File: src/rtl/bitcoin_pkg.sv
// bitcoin_pkg: widths, default scan size and FSM state type shared by the hashing
// and nonce-check stages.
package bitcoin_pkg;

  localparam int unsigned NUM_OF_NONCES_DEF = 16;
  localparam int unsigned ADDR_W            = 16;
  localparam int unsigned WORD_W            = 32;

  typedef enum logic [1:0] {
    IDLE   = 2'd0,
    READ   = 2'd1,
    REPORT = 2'd2
  } state_t;

endpackage

File: src/rtl/nonce_target_check.sv
// nonce_target_check: reads NUM_OF_NONCES h0 words from memory and reports the first index below target.
// Defining NONCE_MIN_TRACK_EN adds min_hash/min_nonce outputs tracking the smallest word seen.
module nonce_target_check
  import bitcoin_pkg::*;
#(
  parameter int unsigned NUM_OF_NONCES = NUM_OF_NONCES_DEF
) (
  input  logic              clk,
  input  logic              reset_n,
  input  logic              start,
  input  logic [ADDR_W-1:0] hash_addr,
  input  logic [WORD_W-1:0] target,
  output logic              done,
  output logic              found,
  output logic [WORD_W-1:0] found_nonce,
  output logic              mem_clk,
  output logic              mem_we,
  output logic [ADDR_W-1:0] mem_addr,
  output logic [WORD_W-1:0] mem_write_data,
  input  logic [WORD_W-1:0] mem_read_data
`ifdef NONCE_MIN_TRACK_EN
  ,
  output logic [WORD_W-1:0] min_hash,
  output logic [WORD_W-1:0] min_nonce
`endif
);

  localparam int unsigned      CNT_W    = $clog2(NUM_OF_NONCES + 1);
  localparam logic [CNT_W-1:0] LAST_CNT = CNT_W'(NUM_OF_NONCES);
  localparam logic [CNT_W-1:0] ONE_CNT  = CNT_W'(1);

  state_t              r_state;
  logic [CNT_W-1:0]    r_cnt;
  logic [WORD_W-1:0]   r_target;
  logic [ADDR_W-1:0]   r_mem_addr;
  logic                r_found;
  logic [WORD_W-1:0]   r_found_nonce;
`ifdef NONCE_MIN_TRACK_EN
  logic [WORD_W-1:0]   r_min_hash;
  logic [WORD_W-1:0]   r_min_nonce;
`endif

  logic                w_capture;
  logic                w_hit;
  logic [WORD_W-1:0]   w_idx;

  // Read data lags the address by one cycle, so READ cycle j holds word j-1.
  assign w_capture = (r_state == READ) && (r_cnt != {CNT_W{1'b0}});
  assign w_hit     = w_capture && (mem_read_data < r_target);
  assign w_idx     = WORD_W'(r_cnt - ONE_CNT);

  // Scan FSM: address generation, compare and result registers.
  always_ff @(posedge clk or negedge reset_n) begin
    if (!reset_n) begin
      r_state       <= IDLE;
      r_cnt         <= {CNT_W{1'b0}};
      r_target      <= {WORD_W{1'b0}};
      r_mem_addr    <= {ADDR_W{1'b0}};
      r_found       <= 1'b0;
      r_found_nonce <= {WORD_W{1'b0}};
`ifdef NONCE_MIN_TRACK_EN
      r_min_hash    <= {WORD_W{1'b1}};
      r_min_nonce   <= {WORD_W{1'b0}};
`endif
    end else begin
      case (r_state)
        IDLE: begin
          if (start) begin
            r_state       <= READ;
            r_cnt         <= {CNT_W{1'b0}};
            r_target      <= target;
            r_mem_addr    <= hash_addr;
            r_found       <= 1'b0;
            r_found_nonce <= {WORD_W{1'b0}};
`ifdef NONCE_MIN_TRACK_EN
            r_min_hash    <= {WORD_W{1'b1}};
            r_min_nonce   <= {WORD_W{1'b0}};
`endif
          end
        end
        READ: begin
          r_mem_addr <= r_mem_addr + ADDR_W'(1);
          if (w_hit && !r_found) begin
            r_found       <= 1'b1;
            r_found_nonce <= w_idx;
          end
`ifdef NONCE_MIN_TRACK_EN
          if (w_capture && (mem_read_data < r_min_hash)) begin
            r_min_hash  <= mem_read_data;
            r_min_nonce <= w_idx;
          end
`endif
          if (r_cnt == LAST_CNT) begin
            r_state <= REPORT;
          end else begin
            r_cnt <= r_cnt + ONE_CNT;
          end
        end
        REPORT: begin
          r_state <= IDLE;
        end
        default: begin
          r_state <= IDLE;
        end
      endcase
    end
  end

  assign done           = (r_state == IDLE);
  assign found          = r_found;
  assign found_nonce    = r_found_nonce;
  assign mem_clk        = clk;
  assign mem_we         = 1'b0;
  assign mem_addr       = r_mem_addr;
  assign mem_write_data = {WORD_W{1'b0}};
`ifdef NONCE_MIN_TRACK_EN
  assign min_hash       = r_min_hash;
  assign min_nonce      = r_min_nonce;
`endif

endmodule
File: config.mk
export PLATFORM = sky130hd
export DESIGN_NAME = nonce_target_check
export DESIGN_NICKNAME = d
export VERILOG_FILES = /design/src/rtl/bitcoin_pkg.sv /design/src/rtl/nonce_target_check.sv
export SDC_FILE = /design/constraint.sdc
export NUM_CORES = 1
export LEC_CHECK = 0
export ABC_AREA = 1
export BUFFER_PORTS_ARGS = -buffer_cell sky130_fd_sc_hd__buf_4
export CAP_MARGIN = 20
export CORE_UTILIZATION = 49
export CTS_CLUSTER_DIAMETER = 80
export DETAILED_ROUTE_END_ITERATION = 10
export GPL_TIMING_DRIVEN = 0
export PLACE_DENSITY = 0.79
export SLEW_MARGIN = 25
export SYNTH_ARGS = -nofsm -noshare
export SYNTH_HDL_FRONTEND = slang
export SYNTH_SLANG_ARGS = --single-unit
File: constraint.sdc
create_clock -name clk -period 1.95 [get_ports clk]
set_input_delay 0.39 -clock clk [delete_from_list [all_inputs] [get_ports clk]]
set_output_delay 0.39 -clock clk [all_outputs]
set_load 0.01 [all_outputs]
# == Word level (Yosys, flattened, before mapping) ==
# Index checks and enable logic that the tools add are counted.
# classes
n_addsub,3
order_cmp,1
n_eq_ne,6
n_mux,14
reduce_logical,12
# op_table
operator,count
$mux W32,2
$pmux W32 S2,1
$lt A32 B32 Y1,1
$pmux W16 S2,1
$add A16 B1 Y16 const B,1
$mux W16,1
$mux W5,2
$pmux W5 S2,1
$reduce_and A2 Y1,3
$reduce_and A3 Y1,2
$sub A5 B1 Y6 const B,1
$add A5 B1 Y5 const B,1
$eq A5 B5 Y1 const B,1
$reduce_bool A5 Y1,1
$mux W2,2
$ne A2 B1 Y1 const B,2
$ne A2 B2 Y1 const B,2
$pmux W2 S2,1
$logic_and A1 B1 Y1,3
$eq A2 B1 Y1 const B,1
$logic_not A2 Y1,1
$mux W1,2
$pmux W1 S2,1
$reduce_bool A2 Y1,1
$logic_not A1 Y1,1
# totals
ff_bits,88
inputBits,83
out_inout_bits,84
wordCells,42

# == Logic depth before layout (Yosys ltp) ==
# logic_depth
ltp_word,6
mapped_depth,15
ltp_nobuf,15

==> results.tsv <==
stage	metric	value	unit
hold_path	class of the tightest hold or removal check	in -> async	
yosys	share of the yosys chip area belonging to registers	37.6	%
yosys	Yosys warning total	0	
place	total of buffers placed on input and output ports	133	
critical_path	maximum cell stage delay along the critical path	330	ps
sta	Setup Total Neg Slack	0	ps
pwr	power density over the cells	1470	nW/um2
critical_path	Worst path depth	12	
yosys	fraction of synthesized area in multiplexers	0	%
critical_path	number of buffer and inverter instances along the worst setup path	3	
floorplanning	Site Rows	33	
place	instance area at placement	5370	um2
critical_path	Worst Setup EP	found	
global_routing	antenna violations before repair	0	
routing	final routed DRC violation total	0	
floorplanning	vertical extent of the die	93.7	um
routing	WL/cell	12.9	um
routing	count of TritonRoute iterations in the first routing pass	4	
global_routing	Total Routing Usage GR	24.3	%
critical_path	CP dominant cell by count	nand2_1	
place	pre-CTS setup slack	-75.1	ps
critical_path	CP Launch Type	register	
critical_path	critical-path cell list	inv_1 > ha_4 > nand2_1 > inv_1 > nand3_1 > nor3_1 > nand2_1 > nand2_2 > nand2_1 > nand4_1 > buf_4 > o21ai_0	
cts	clock network latency to the later pin of the worst-skew pair	450	ps
pwr	total chip power	8.42	mW
critical_path	required time of the critical path	2270	ps
routing	Vias	3914	
yosys	most area-hungry cell type in the Yosys netlist	dfrtp_1	
critical_path	worst reg2reg setup slack	20	ps
yosys	compound-gate portion of the synthesized area	11.7	%
finish	synthesis-to-finish area growth	39.0	%
place	post-DP HPWL	7820	um
critical_path	sort of element at the end of the critical path	register	
place	Routability Congestion	0.857	
floorplanning	floorplan die area	8790	um2
floorplanning	Core Box Area	8180	um2
finish	final non-filler cell total	806	
finish	final instance area	5730	um2
sta	Worst-Margin Slew	798	ps
yosys	leading cell types by total area after synthesis	dfrtp_1, buf_4, ha_1	
finish	final layout net count	814	
critical_path	worst-case reg-to-reg path depth	12	
yosys	mean instance size in the synthesized netlist	8.02	um2
critical_path	arrival time of the worst setup path	2260	ps
critical_path	Crit. Startpoint	r_target[15]	
yosys	Netlist Area Pre-Place	4120	um2
sta	setup repair after global routing missed its margin	true	
critical_path	Reg2Reg Capture Point	found	
critical_path	slowest CP cell	dfrtp_1	
yosys	fraction of the mapped netlist area in adder cells	10.6	%
yosys	xor and xnor area share after synthesis	1.70	%
sta	worst setup slack after layout	17.8	ps
sta	number of setup violations in the final report	0	
critical_path	delay-heaviest family, CP	simple AND/OR/NAND/NOR gates	
finish	proportion of layout cells with a drive suffix above 1	35.4	%
sta	max-slew violation count	0	
job	max-cap viol count	0	
finish	Antenna Diode Count	0	
critical_path	maximum fanout along the worst path	8	
yosys	number of library cell types mapped by synthesis	42	
floorplanning	starting utilization of the core area	50.4	%
routing	Post-Route WL	10400	um
yosys	area share of the leading cell type in the synthesized netlist	37.6	%
place	total instance count after detailed placement	784	
sta	Peak Freq	518	MHz
routing	Routed Antenna Nets	0	
routing	DRC marker count from the first detailed-route iteration	246	
yosys	number of instances in the synthesized netlist	514	
global_routing	grt total ovfl	0	
cts	clock-pin transition on the worst setup and hold timing paths	70	ps
global_routing	maximum number of pins on one net before global-route repair	63	
critical_path	Setup Crit Path Kind	reg -> reg	
floorplanning	IO Count	167	
global_routing	global-route wire length before repair	16300	um
global_routing	via count of the first global-routing pass	3642	
sta	final critical delay including setup and external delays	1930	ps
floorplanning	x dimension of the die	93.7	um
routing	per-cell via count in the routed design	4.86	
pwr	leak pwr	3.12	nW
critical_path	Critical R2R Launch	r_target[15]	
yosys	dominant combinational cell family by area after synthesis	simple AND/OR/NAND/NOR gates	
sta	post-route clock skew	8.75	ps
outcome	outcome	complete, no violations	
sta	Fin. Hold Viols	0	
yosys	flop and latch count out of synthesis	62	
sta	final worst path period share	99.1	%
pwr	peak supply drop	629	uV
cts	TritonCTS clock tree	done	
yosys	simple-gate share of the synthesized area	19.6	%
sta	worst rel slew slack	46.8	%
[layer usage]
layer  GRT usage (%)  vias to the layer above  part of all wire, %
met3            5.42                       32                  7.1
li1                -                     1943                    -
met4            10.8                        0                  2.8
met5               0                        -                    0
met2            42.2                      149                   50
met1            28.7                     1790                   40
[layout make-up]
class,count,area (um2)
Fill cell,646,2440
Multi-Input combinational cell,343,2000
Sequential cell,62,1550
Timing Repair Buffer,135,1010
Buffer,74,520
Inverter,67,251
Clock buffer,16,194
Tap cell,105,131
Clock inverter,4,70.1
[registers in the layout, indices dropped and copies added (netlist names)]
signal,flops
mem_addr,16
found_nonce,6
r_state,2
r_target,32
found,1
r_cnt,5
[through the flow]
stage                     util (%)  hold slack, ps
final                         70.1            25.1
after global routing          70.1            92.9
after global placement        65.7             470
after CTS                     68.9            57.7
after detailed placement      65.7             488
after floorplan                  -            94.4
[report_power, final]
group	internal (mW)	switching [mW]
sequential	1.91	0.488
combinational	2.16	2.37
clock	0.932	0.557
[synthesized netlist by cell type (all sizes together)]
cell type and count:
xor2 8, a32oi 1, nand4 7, nor2 20
conb 1, inv 66, o211ai 4, ha 35
clkbuf 6, a21oi 24, clkinv 1, nor4 2
nand2 114, a22oi 2, o21a 1, nand3b 3
o22ai 3, o21ai 45, buf 68, o311ai 2
nor3 10, a31oi 2, dfrtp 62, o31ai 1
a21o 1, nand3 24, o221ai 1
[worst min-delay path by stage]
stage                     start          end  slack [ps]  cells past startpoint
floorplan               reset_n        found          90                      0
global placement    r_target[0]  r_target[0]         470                      2
detailed placement  r_target[0]  r_target[0]         490                      2
CTS                     reset_n  mem_addr[6]          60                      1
global route            reset_n  mem_addr[6]          90                      1
finish                  reset_n  mem_addr[6]          30                      1
[placed cells by master, fill, tap and decap left out, types with 13 or more instances in the layout]
master    count
buf_4       196
nand2_1     109
inv_1        62
dfrtp_1      61
o21ai_0      41
conb_1       33
ha_1         31
nand3_1      23
a21oi_1      19
nor2_1       16
clkbuf_8     13
[repair_timing]
action                                  in CTS  in global routing
pin swaps                                    0                 13
buffers inserted                             0                  3
resized for setup                            1                 13
hold buffers                                 0                  0
endpoints found under the setup margin      27                 11
[logic make-up (layout without fill, tap and decap cells)]
| logic type | after synthesis | in the layout |
|---|---|---|
| and+or+nand+nor | 180 | 180 |
| buffers and inverters | 141 | 296 |
| AOI/OAI and AO/OA | 87 | 87 |
| DFF | 62 | 62 |
| adders and majority gates | 35 | 35 |
| xor gates and xnor gates | 8 | 8 |
| other | 1 | 33 |
(Power assumes the default switching activity.)
